### src/rtl/ddr_wr_burst_ctrl.sv
// Write-FIFO drain into fixed-length DDR write bursts.
// Walks a circular frame region; 2-entry skid buffer on the W channel.
module ddr_wr_burst_ctrl #(
    parameter int                  DATA_WIDTH     = 256,
    parameter int                  LEVEL_WIDTH    = 9,
    parameter int                  ADDR_WIDTH     = 28,
    parameter int                  BURST_LEN      = 16,
    parameter int                  BYTES_PER_BEAT = 32,
    parameter logic [ADDR_WIDTH-1:0] BASE_ADDR    = '0,
    parameter int                  FRAME_BEATS    = 4096
) (
    input  logic                   clk,
    input  logic                   tb_rst,
    input  logic                   enable,
    input  logic                   frame_start,
    output logic                   fifo_rd_en,
    input  logic [DATA_WIDTH-1:0]  fifo_rd_data,
    input  logic [LEVEL_WIDTH-1:0] fifo_rd_water_level,
    input  logic                   fifo_rd_empty,
    output logic                   ddr_awvalid,
    input  logic                   ddr_awready,
    output logic [ADDR_WIDTH-1:0]  ddr_awaddr,
    output logic [7:0]             ddr_awlen,
    output logic                   ddr_wvalid,
    input  logic                   ddr_wready,
    output logic [DATA_WIDTH-1:0]  ddr_wdata,
    output logic                   ddr_wlast,
    input  logic                   ddr_bvalid,
    input  logic [1:0]             ddr_bresp,
    output logic                   ddr_bready,
    output logic                   busy,
    output logic                   burst_done,
    output logic                   frame_done,
    output logic                   resp_err
);

    localparam int CW  = 9;
    localparam int FBW = $clog2(FRAME_BEATS + 1);
    localparam logic [ADDR_WIDTH-1:0] STRIDE =
        ADDR_WIDTH'(BURST_LEN * BYTES_PER_BEAT);

    typedef enum logic [1:0] {IDLE, ADDR, DATA, RESP} state_t;

    state_t                  state_q, state_d;
    logic [ADDR_WIDTH-1:0]   awaddr_q, awaddr_d;
    logic                    awvalid_q, awvalid_d;
    logic                    bready_q, bready_d;
    logic                    burst_done_q, burst_done_d;
    logic                    frame_done_q, frame_done_d;
    logic                    resp_err_q, resp_err_d;
    logic                    pend_q, pend_d;
    logic [FBW-1:0]          fbeats_q, fbeats_d;
    logic [CW-1:0]           fetched_q, fetched_d;
    logic [CW-1:0]           sent_q, sent_d;
    logic [DATA_WIDTH-1:0]   skid0_q, skid0_d;
    logic [DATA_WIDTH-1:0]   skid1_q, skid1_d;
    logic                    wr_ptr_q, wr_ptr_d;
    logic                    rd_ptr_q, rd_ptr_d;
    logic [1:0]              cnt_q, cnt_d;
    logic                    infl_q, infl_d;

    logic                    start;
    logic                    w_hs;
    logic                    last_beat;
    logic                    rd_en;
    logic [2:0]              occ;
    logic [FBW:0]            fb_next;
    logic                    wrap;

    assign start = enable &&
        ({1'b0, fifo_rd_water_level} >= (LEVEL_WIDTH+1)'(BURST_LEN));
    assign last_beat = (sent_q == CW'(BURST_LEN - 1));
    assign w_hs      = (cnt_q != 2'd0) && ddr_wready;

    // Credit this cycle's pop so a steady wready stream has no bubbles.
    assign occ = {1'b0, cnt_q} + {2'b00, infl_q} - {2'b00, w_hs};
    assign rd_en = (state_q == DATA) && (fetched_q < CW'(BURST_LEN)) &&
                   (occ < 3'd2) && !fifo_rd_empty;

    assign fb_next = {1'b0, fbeats_q} + (FBW+1)'(BURST_LEN);
    assign wrap    = (fb_next >= (FBW+1)'(FRAME_BEATS));

    always_comb begin
        state_d      = state_q;
        awaddr_d     = awaddr_q;
        awvalid_d    = awvalid_q;
        bready_d     = bready_q;
        burst_done_d = 1'b0;
        frame_done_d = 1'b0;
        resp_err_d   = resp_err_q;
        pend_d       = pend_q;
        fbeats_d     = fbeats_q;
        fetched_d    = fetched_q + CW'(rd_en);
        sent_d       = sent_q + CW'(w_hs);
        skid0_d      = skid0_q;
        skid1_d      = skid1_q;
        wr_ptr_d     = wr_ptr_q ^ infl_q;
        rd_ptr_d     = rd_ptr_q ^ w_hs;
        cnt_d        = cnt_q + {1'b0, infl_q} - {1'b0, w_hs};
        infl_d       = rd_en;

        if (infl_q && !wr_ptr_q) skid0_d = fifo_rd_data;
        if (infl_q && wr_ptr_q)  skid1_d = fifo_rd_data;

        if (frame_start && state_q != IDLE) pend_d = 1'b1;

        unique case (state_q)
            IDLE: begin
                if (frame_start) begin
                    awaddr_d = BASE_ADDR;
                    fbeats_d = '0;
                end
                if (start) begin
                    state_d   = ADDR;
                    awvalid_d = 1'b1;
                end
            end
            ADDR: begin
                if (ddr_awready) begin
                    state_d   = DATA;
                    awvalid_d = 1'b0;
                    fetched_d = '0;
                    sent_d    = '0;
                end
            end
            DATA: begin
                if (w_hs && last_beat) begin
                    state_d  = RESP;
                    bready_d = 1'b1;
                end
            end
            RESP: begin
                if (ddr_bvalid) begin
                    state_d      = IDLE;
                    bready_d     = 1'b0;
                    burst_done_d = 1'b1;
                    pend_d       = 1'b0;
                    if (ddr_bresp != 2'b00) resp_err_d = 1'b1;
                    if (wrap) begin
                        awaddr_d     = BASE_ADDR;
                        fbeats_d     = '0;
                        frame_done_d = 1'b1;
                    end else if (pend_q || frame_start) begin
                        awaddr_d = BASE_ADDR;
                        fbeats_d = '0;
                    end else begin
                        awaddr_d = awaddr_q + STRIDE;
                        fbeats_d = fb_next[FBW-1:0];
                    end
                end
            end
        endcase
    end

    always_ff @(posedge clk or posedge tb_rst) begin
        if (tb_rst) begin
            state_q      <= IDLE;
            awaddr_q     <= BASE_ADDR;
            awvalid_q    <= 1'b0;
            bready_q     <= 1'b0;
            burst_done_q <= 1'b0;
            frame_done_q <= 1'b0;
            resp_err_q   <= 1'b0;
            pend_q       <= 1'b0;
            fbeats_q     <= '0;
            fetched_q    <= '0;
            sent_q       <= '0;
            skid0_q      <= '0;
            skid1_q      <= '0;
            wr_ptr_q     <= 1'b0;
            rd_ptr_q     <= 1'b0;
            cnt_q        <= '0;
            infl_q       <= 1'b0;
        end else begin
            state_q      <= state_d;
            awaddr_q     <= awaddr_d;
            awvalid_q    <= awvalid_d;
            bready_q     <= bready_d;
            burst_done_q <= burst_done_d;
            frame_done_q <= frame_done_d;
            resp_err_q   <= resp_err_d;
            pend_q       <= pend_d;
            fbeats_q     <= fbeats_d;
            fetched_q    <= fetched_d;
            sent_q       <= sent_d;
            skid0_q      <= skid0_d;
            skid1_q      <= skid1_d;
            wr_ptr_q     <= wr_ptr_d;
            rd_ptr_q     <= rd_ptr_d;
            cnt_q        <= cnt_d;
            infl_q       <= infl_d;
        end
    end

    assign fifo_rd_en  = rd_en;
    assign ddr_awvalid = awvalid_q;
    assign ddr_awaddr  = awaddr_q;
    assign ddr_awlen   = 8'(BURST_LEN - 1);
    assign ddr_wvalid  = (cnt_q != 2'd0);
    assign ddr_wdata   = rd_ptr_q ? skid1_q : skid0_q;
    assign ddr_wlast   = (cnt_q != 2'd0) && last_beat;
    assign ddr_bready  = bready_q;
    assign busy        = (state_q != IDLE);
    assign burst_done  = burst_done_q;
    assign frame_done  = frame_done_q;
    assign resp_err    = resp_err_q;

endmodule

### config.mk
export PLATFORM = sky130hd
export DESIGN_NAME = ddr_wr_burst_ctrl
export DESIGN_NICKNAME = d
export VERILOG_FILES = /design/src/rtl/ddr_wr_burst_ctrl.sv
export SDC_FILE = /design/constraint.sdc
export NUM_CORES = 1
export LEC_CHECK = 0
export CORE_UTILIZATION = 50
export CTS_CLUSTER_SIZE = 20
export DETAILED_ROUTE_END_ITERATION = 16
export PLACE_DENSITY = 0.85
export SYNTH_ARGS = -nofsm -noshare
export SYNTH_HDL_FRONTEND = slang
export SYNTH_SLANG_ARGS = --single-unit
### constraint.sdc
create_clock -name clk -period 24.1 [get_ports clk]
set_clock_uncertainty 0.05 [all_clocks]
set_input_delay 6.025 -clock clk [delete_from_list [all_inputs] [get_ports clk]]
set_output_delay 6.025 -clock clk [all_outputs]
set_load 0.05 [all_outputs]
# Word-level counts from Yosys, hierarchy flattened
# Cells that the tools add are included.
# totals
register_bits	584
latchBits	0
ramBits	0
rom_bits	0
input_bits	275
out_inout_bits	301
elab_cells	99
mem_count	0
# classes
addsub	8
n_mul	0
n_div	0
n_lt_le_gt_ge	4
n_eq_ne	9
shift	0
mux	34
n_bitwise	2
n_reduce_logical	25
# op_table
operator	count
256-bit two-way mux	1
28-bit two-way mux	4
28-bit one-hot mux with 2 select lines	1
13-bit two-way mux	4
9-bit two-way mux	4
28-bit by 10-bit adder with 28-bit output (second input constant)	1
13-bit one-hot mux with 2 select lines	1
9-bit by 1-bit adder with 9-bit output	2
13-bit by 5-bit adder with 14-bit output (second input constant)	1
14-bit by 13-bit >= comparator with 1-bit output (second input constant)	1
1-bit two-way mux	12
3-bit AND reduction	4
2-bit nonzero test	6
1-bit logical AND	10
9-bit by 4-bit == test with 1-bit output (second input constant)	1
9-bit by 5-bit >= comparator with 1-bit output (second input constant)	1
9-bit by 5-bit less-than comparator with 1-bit output (second input constant)	1
2-bit two-way mux	4
2-bit != test (second input constant)	4
2-bit one-hot mux with 4 select lines	1
2-bit == test (second input constant)	2
1-bit one-hot mux with 2 select lines	2
4-bit AND reduction	1
2-bit by 1-bit adder with 3-bit output	1
10 further kinds	12

# Logic depth before layout (Yosys ltp)
# Gate-level depths: netlist of the first run.
# depth
word_depth	9
mapped_depth	16
ltp_nobuf	16

# Worst setup path after synthesis of the first run
# No wires, ideal clock.
# synth_timing
path_type	input port to output port
startpoint	input port ddr_wready
endpoint	output port fifo_rd_en
t_arrival_ns	7.771
required_time_ns	18.025
setup_slack_ns	10.254
path_stages	8
n_path_buf	0
path_cell_list	nand2_1 -> xnor2_1 -> ha_1 -> inv_1 -> fa_1 -> inv_1 -> nor4b_1 -> and3_1
# synth_via
elab_chain_cells	5
# synth_lines
element	line	text
start: declaration	25	input logic ddr_wready,
1-bit logical AND	73	assign w_hs = (cnt_q != 2'd0) && ddr_wready;
3-bit by 1-bit subtractor with 3-bit output	76	assign occ = {1'b0, cnt_q} + {2'b00, infl_q} - {2'b00, w_hs};
3-bit by 2-bit less-than comparator with 1-bit output	78	(occ < 3'd2) && !fifo_rd_empty;
1-bit logical AND	77	assign rd_en = (state_q == DATA) && (fetched_q < CW'(BURST_LEN)) &&
1-bit logical AND	78	
end: declaration	16	output logic fifo_rd_en,
# No other way between the ends.

# Final worst setup path of the first run
# Same ends and word-level chain as after synthesis.

==> impl_results.md, run 1 <==
* DR vias/cell at 5.35
* Final setup vio count at 0
* Routed WL at slightly above 60000 um
* Synthesis-to-layout area growth at 32.6%
* Number of H-tree levels at 2
* Top FF cell, synth: dfrtp_1
* Max Fclk at 66.4 MHz
* I/O Pins at 576
* Max-slew violation count at 0
* Average wire per standard cell at 20.9 um
* Sw frac at 0.419
* Fin nets at 2514
* CP startpoint: ddr_wready
* Worst Setup EP: fifo_rd_en
* Worst Max-Slew Pin Slew at 1.15 ns
* Clk slew on worst S/H paths at 0.06 ns
* Top cells by area, synth: dfrtp_1 (57%), mux2_2 (35%), clkbuf_1 (1.3%)
* Antenna Nets Post-Route at 0
* Internal at 0.00308 W
* Final Hold Viols at 0
* Area of the multi-input gates at 10200 sq um
* CP Data Arrival Time at 8.98 ns
* Slowest CP cell: clkdlybuf4s50_1
* Overall Global Routing Usage at 0.237
* Pleak at about 15 nW
* Top cell type's share of synthesized area at 0.573
* Post-CTS Setup Bufs at 0
* PnR worst setup slack at 9.05 ns
* Clock Power Share at 0.176
* Post-synth cell types at 44
* Number of global-route vias before repair at 17100
* Initial antenna violation count at 10
* Critical Path, Cell by Cell: clkdlybuf4s50_1 > nand2_1 > xnor2_1 > ha_1 > inv_1 > fa_1 > inv_1 > nor4b_1 > and3_1 > clkdlybuf4s50_1
* WP depth at 10
* Power Density at about 160 nW/um^2
* Detailed Routing Iterations Pass 1 at 5
* CTS Sinks at around 570
* Worst R2R End: fetched_q[8]$_DFF_PP0_
* Avg Cell Area, Syn at 14.7 sq um
* First-pass GRT wire length at 94100 um
* Port bufs at 554
* Worst skew pair latency at approximately 0.6 ns
* Final Critical Period at about 15 ns
* Mapped Area at 25000 sq um
* Most frequent cell after synthesis: mux2_2
* Delay-heaviest family, CP: buffers and inverters
* HP Class: reg -> reg
* Clock Path Buffers at 3
* Logic gate share of total power at 0.527
* Tcrit/Tclk final at 0.625
* Async SR Flop Fraction at 1.00
* Max cap viols at 0
* Hold depth at 1
* Total CTS buffers at 58
* Number of flops mapped to enable cells by yosys at 0
* Top cell type by total area after synthesis: dfrtp_1
* # DRC at 0
* TritonCTS clock tree: yes
* Via count at 15700
* CP max stage delay at slightly above 0.8 ns
* Dpl hpwl at 41300 um
* Status: finished clean
* Site row count at 81
* Reg2Reg Setup Slack at 20.51 ns
* Largest net degree at the start of global routing at 192
* Initial DRC count at 751
* Gr ovfl total at 0
* Max VDD drop at 0.000143 V
* Crit start category: input port
* R2r worst-path depth at 16
* CTS resizes at 0
* Peak fanout along the critical path at 6
* Initial core utilization at 0.509
* Tot Pwr at 0.00530 W
* Buffers and inverters on the worst path at 4
* Number of hold buffers added after cts at 0
* Switching power at between 0.002 and 0.0025 W
* Area occupied by registers at about 14000 sq um
* Slew headroom at 0.233
* Fillers at approximately 3400
* Setup_tns at 0 ns
* RSZ-0062 raised after global routing: false
* Die Span Y at 225 um
* Die area at just over 50000 sq um
* Ys Warns at 0
* Core area at 49100 sq um
* Post-Syn Instances at 1696
* Worst r2r src: cnt_q[1]$_DFF_PP0_
* #FFs+latches synth at 571
* Share of total power in sequential cells at 0.297
* Required @ worst endpoint at 18.03 ns
* DIE WIDTH at 225 um
* Pre-CTS setup slack at 9.05 ns
* Synth cell count leaders: mux2_2 (770), dfrtp_1 (571), clkbuf_1 (87)
* Placer Congestion at 0.816
* CP Capture Type: primary output
* Layout cells sized above 1 at 0.389
* Kind of critical path: in -> out
* Sequential share of the synthesized area at 0.573
* Clock Tree Root: clkbuf_16
-- sequential cells by signal (all words and copies together) (netlist names) --
name	flops
skid0_q	256
infl_q	1
fetched_q	9
ddr_awvalid	1
burst_done	1
resp_err	1
pend_q	1
rd_ptr_q	1
fbeats_q	9
sent_q	9
cnt_q	2
state_q	2
ddr_awaddr	19
skid1_q	256
ddr_bready	1
frame_done	1
wr_ptr_q	1
-- stage by stage --
step / instance area [sq um] / hold slack, ns / utilization / std cells
CTS: 33100 / 0.442 / 0.674 / 2931
detailed placement: 31100 / 0.419 / 0.633 / 2828
finish: 33100 / 0.445 / 0.674 / 2935
global placement: 31100 / 0.412 / 0.633 / 2828
global route: 33100 / 0.456 / 0.674 / 2933
floorplan: 25000 / 0.414 / - / 1711
-- cell families (layout without fill, tap and decap cells) --
family | after synthesis | after routing | share of synthesized area
AOI/OAI and AO/OA | 67 | 67 | 0.0162
muxes | 775 | 775 | 0.349
and+or+nand+nor | 121 | 121 | 0.0261
xor gates and xnor gates | 13 | 13 | 0.00456
buffers and inverters | 132 | 688 | 0.0229
other | 2 | 21 | 0.000301
DFF | 571 | 571 | 0.573
adders and majority gates | 15 | 15 | 0.00782
-- area by class of cell --
type / instances / area share
diodes: 4 / 0.000303
multi-input cells: 1008 / 0.308
well taps: 664 / 0.0251
repair buffers: 563 / 0.172
clock buffers: 87 / 0.0542
clock inverters: 16 / 0.00650
flip-flops and latches: 571 / 0.432
inverters: 22 / 0.00272
-- cells in the final DEF, fill, tap and decap left out, drive strengths merged, types with 3 or more instances in the layout --
cell type | netlist | layout
nor3b | 3 | 3
mux2i | 5 | 5
nor4 | 3 | 3
clkbuf | 87 | 87
and2 | 5 | 5
nand3 | 23 | 23
ha | 14 | 14
nand2 | 16 | 16
and3 | 8 | 8
bufinv | 0 | 5
buf | 23 | 9
or3 | 15 | 15
dfrtp | 571 | 571
a21oi | 22 | 22
mux2 | 770 | 770
clkinv | 0 | 10
o21ai | 24 | 24
nor2b | 5 | 5
nor3 | 5 | 5
nor2 | 22 | 22
a22o | 3 | 3
xnor2 | 8 | 8
nand4 | 7 | 7
xor2 | 5 | 5
a21o | 12 | 12
conb | 2 | 17
diode | 0 | 4
inv | 22 | 22
clkdlybuf4s50 | 0 | 554
-- worst min-delay path by stage --
stage                    startpoint              endpoint  slack, ns
2_1_floorplan      pend_q$_DFF_PP0_      pend_q$_DFF_PP0_       0.41
3_3_place_gp   resp_err$_DFFE_PP0P_  resp_err$_DFFE_PP0P_       0.41
3_5_place_dp   resp_err$_DFFE_PP0P_  resp_err$_DFFE_PP0P_       0.42
4_1_cts        resp_err$_DFFE_PP0P_  resp_err$_DFFE_PP0P_       0.44
5_1_grt        resp_err$_DFFE_PP0P_  resp_err$_DFFE_PP0P_       0.46
6_report       resp_err$_DFFE_PP0P_  resp_err$_DFFE_PP0P_       0.44
-- power by group through the flow --
stage / Sequential (W) / Clock, W / Combinational, W
2_1_floorplan: 0.00151 / 0 / 0.00201
3_3_place_gp: 0.00154 / 0 / 0.00276
3_5_place_dp: 0.00159 / 0 / 0.00280
4_1_cts: 0.00157 / 0.000952 / 0.00282
5_1_grt: 0.00162 / 0.000987 / 0.00291
6_report: 0.00158 / 0.000933 / 0.00280
-- layer usage --
layer	vias to the layer above	GRT usage	wire, um
met5	-	0	103
met4	16	0.0797	1770
met3	121	0.0909	5510
met2	464	0.405	30700
met1	8038	0.270	23300
li1	7075	-	-
No activity file was read; power rests on OpenSTA's default activity.
==> run 2: changes to the inputs <==
- clock period: 24.1 -> 13.9 ns (I/O delays scaled with it)
==> impl_results.md, run 2 (synthesized netlist as in run 1, its figures left out) <==
* Core area at 49100 sq um (unchanged)
* R2r worst-path depth at 4 (was 16)
* Total CTS buffers at 58 (unchanged)
* Peak fanout along the critical path at 6 (unchanged)
* Die Span Y at 225 um (unchanged)
* Routed WL at 61700 um (was 61400 um)
* Post-CTS Setup Bufs at 0 (unchanged)
* Initial antenna violation count at 13 (was 10)
* Kind of critical path: in -> out (unchanged)
* Detailed Routing Iterations Pass 1 at 5 (unchanged)
* Port bufs at 554 (unchanged)
* Via count at 15700 (about the same)
* Pleak at 14.5 nW (about the same)
* Placer Congestion at 0.791 (was 0.816)
* Area occupied by registers at 14300 sq um (unchanged)
* CP Capture Type: primary output (unchanged)
* Number of global-route vias before repair at 17100 (about the same)
* Die area at 50800 sq um (unchanged)
* Status: finished clean (unchanged)
* Max Used Layer: met5 (unchanged)
* DR vias/cell at 5.34 (was 5.35)
* Worst r2r src: infl_q$_DFF_PP0_ (was cnt_q[1]$_DFF_PP0_)
* Share of total power in sequential cells at 0.298 (was 0.297)
* CTS Sinks at 571 (unchanged)
* Logic gate share of total power at 0.529 (was 0.527)
* Number of hold buffers added after cts at 0 (unchanged)
* WL met3 at 5520 um (was 5510 um)
* CP Data Arrival Time at 6.50 ns (was 8.98 ns)
* Final setup vio count at 0 (unchanged)
* Worst R2R End: skid0_q[96]$_DFFE_PP0P_ (was fetched_q[8]$_DFF_PP0_)
* Antenna Nets Post-Route at 0 (unchanged)
* Hold slack at 0.444 ns (was 0.445 ns)
* CP startpoint: ddr_wready (unchanged)
* Final Hold Viols at 0 (unchanged)
* RSZ-0062 raised after global routing: false (unchanged)
* Slew headroom at 0.228 (was 0.233)
* Buffers and inverters on the worst path at 4 (unchanged)
* Reg2Reg Setup Slack at 10.07 ns (was 20.51 ns)
* Site row count at 81 (unchanged)
* Max-slew violation count at 0 (unchanged)
* Fin nets at 2516 (was 2514)
* Sw frac at 0.421 (was 0.419)
* Crit start category: input port (unchanged)
* DIE WIDTH at 225 um (unchanged)
* Internal at 0.00532 W (was 0.00308 W)
* CTS resizes at 0 (unchanged)
* Setup_tns at 0 ns (unchanged)
* Met2 Wirelength at 30500 um (was 30700 um)
* Tcrit/Tclk final at 0.721
* Number of H-tree levels at 2 (unchanged)
* Max VDD drop at 0.000191 V (was 0.000143 V)
* Most frequent cells in the layout: mux2_2 (770), dfrtp_1 (570), clkdlybuf4s50_1 (554), clkbuf_16 (61), o21ai_0 (24) (unchanged)
* Delay-heaviest family, CP: buffers and inverters (unchanged)
* Initial DRC count at 639 (was 751)
* Clock Power Share at 0.173 (was 0.176)
* Power Density at 278 nW/um^2 (was 160 nW/um^2)
* Fillers at 3443 (was 3431)
* TritonCTS clock tree: yes (unchanged)
* Final core area utilization at 0.674 (about the same)
* HP Class: reg -> reg (unchanged)
* Initial core utilization at 0.509 (unchanged)
* Gr ovfl total at 0 (unchanged)
* Critical Path, Cell by Cell: clkdlybuf4s50_1 > nand2_1 > xnor2_1 > ha_1 > inv_1 > fa_1 > inv_1 > nor4b_1 > and3_1 > clkdlybuf4s50_1 (unchanged)
* Most common cell after layout, fill and taps aside: mux2_2 (unchanged)
* WL met1 at 23800 um (was 23300 um)
* Max Fclk at 99.7 MHz
* First-pass GRT wire length at 95100 um (was 94100 um)
* Clock Path Buffers at 3 (unchanged)
* Layout cells sized above 1 at 0.390 (was 0.389)
* Worst Max-Slew Pin Slew at 1.16 ns (was 1.15 ns)
* I/O Pins at 576 (unchanged)
* Required @ worst endpoint at 10.38 ns (was 18.03 ns)
* # DRC at 0 (unchanged)
* Overall Global Routing Usage at 0.239 (was 0.237)
* Average wire per standard cell at 20.9 um (about the same)
* Clock Tree Root: clkbuf_16 (unchanged)
* WP depth at 10 (unchanged)
* Synthesis-to-layout area growth at 32.5% (was 32.6%)
* Clk slew on worst S/H paths at 0.05 ns (was 0.06 ns)
* Slowest CP cell: clkdlybuf4s50_1 (unchanged)
* Max cap viols at 0 (unchanged)
* Final Critical Period at 10.03 ns
* Area of the multi-input gates at 10200 sq um (unchanged)
* Worst Setup EP: fifo_rd_en (unchanged)
* Largest net degree at the start of global routing at 193 (was 192)
* Worst skew pair latency at 0.60 ns (about the same)
* CP max stage delay at 0.83 ns (about the same)
* Dpl hpwl at 41600 um (was 41300 um)
* Switching power at 0.00386 W (was 0.00222 W)
==> run 2: cell types whose count changed in the layout (fill, tap and decap cells not counted), moves of 2 or more <==
| cell | before | now |
|---|---|---|
| clkinv_2 | 8 | 17 |
| buf_4 | 4 | 7 |
| diode_2 | 4 | 7 |
| clkbuf_8 | 17 | 15 |
==> run 2: power groups by stage <==
stage                     combinational [W]  sequential [W]  clock (W)
after floorplan                     0.00348         0.00262          0
after CTS                           0.00489         0.00273    0.00163
after detailed placement            0.00485         0.00275          0
final                               0.00485         0.00273    0.00159
after global routing                0.00506         0.00282    0.00169
after global placement              0.00478         0.00268          0
==> run 2: cell type report <==
cell class | count | area share
tap | 664 | 0.0251
timing repair buffer | 565 | 0.172
clock buffer | 86 | 0.0535
sequential | 571 | 0.432
multi-input combinational | 1008 | 0.308
inverter | 22 | 0.00261
clock inverter | 23 | 0.00670
antenna | 7 | 0.000530
==> run 2: stage by stage <==
stage | instances | cell area, sq um | power [W] | worst slack [ns]
finish | 2946 | 33100 | 0.00918 | 3.87
global route | 2945 | 33100 | 0.00957 | 3.73
CTS | 2939 | 33100 | 0.00925 | 3.84
detailed placement | 2830 | 31100 | 0.00761 | 3.91
global placement | 2830 | 31100 | 0.00746 | 4.00
floorplan | 1711 | 25000 | 0.00610 | 2.60
==> run 2: worst min-delay path by stage <==
stage / end / start / cells past startpoint / slack [ns]
after floorplan: pend_q$_DFF_PP0_ / pend_q$_DFF_PP0_ / 2 / 0.41
after global placement: resp_err$_DFFE_PP0P_ / resp_err$_DFFE_PP0P_ / 1 / 0.41
after detailed placement: resp_err$_DFFE_PP0P_ / resp_err$_DFFE_PP0P_ / 1 / 0.42
after CTS: resp_err$_DFFE_PP0P_ / resp_err$_DFFE_PP0P_ / 1 / 0.44
after global routing: cnt_q[0]$_DFF_PP0_ / cnt_q[0]$_DFF_PP0_ / 1 / 0.45
final: cnt_q[0]$_DFF_PP0_ / cnt_q[0]$_DFF_PP0_ / 1 / 0.44
==> run 2: per-layer routing <==
metal  GRT usage  up-vias
met4      0.0858       12
met3      0.0851      111
li1            -     7114
met5           0        -
met2       0.403      483
met1       0.281     8018
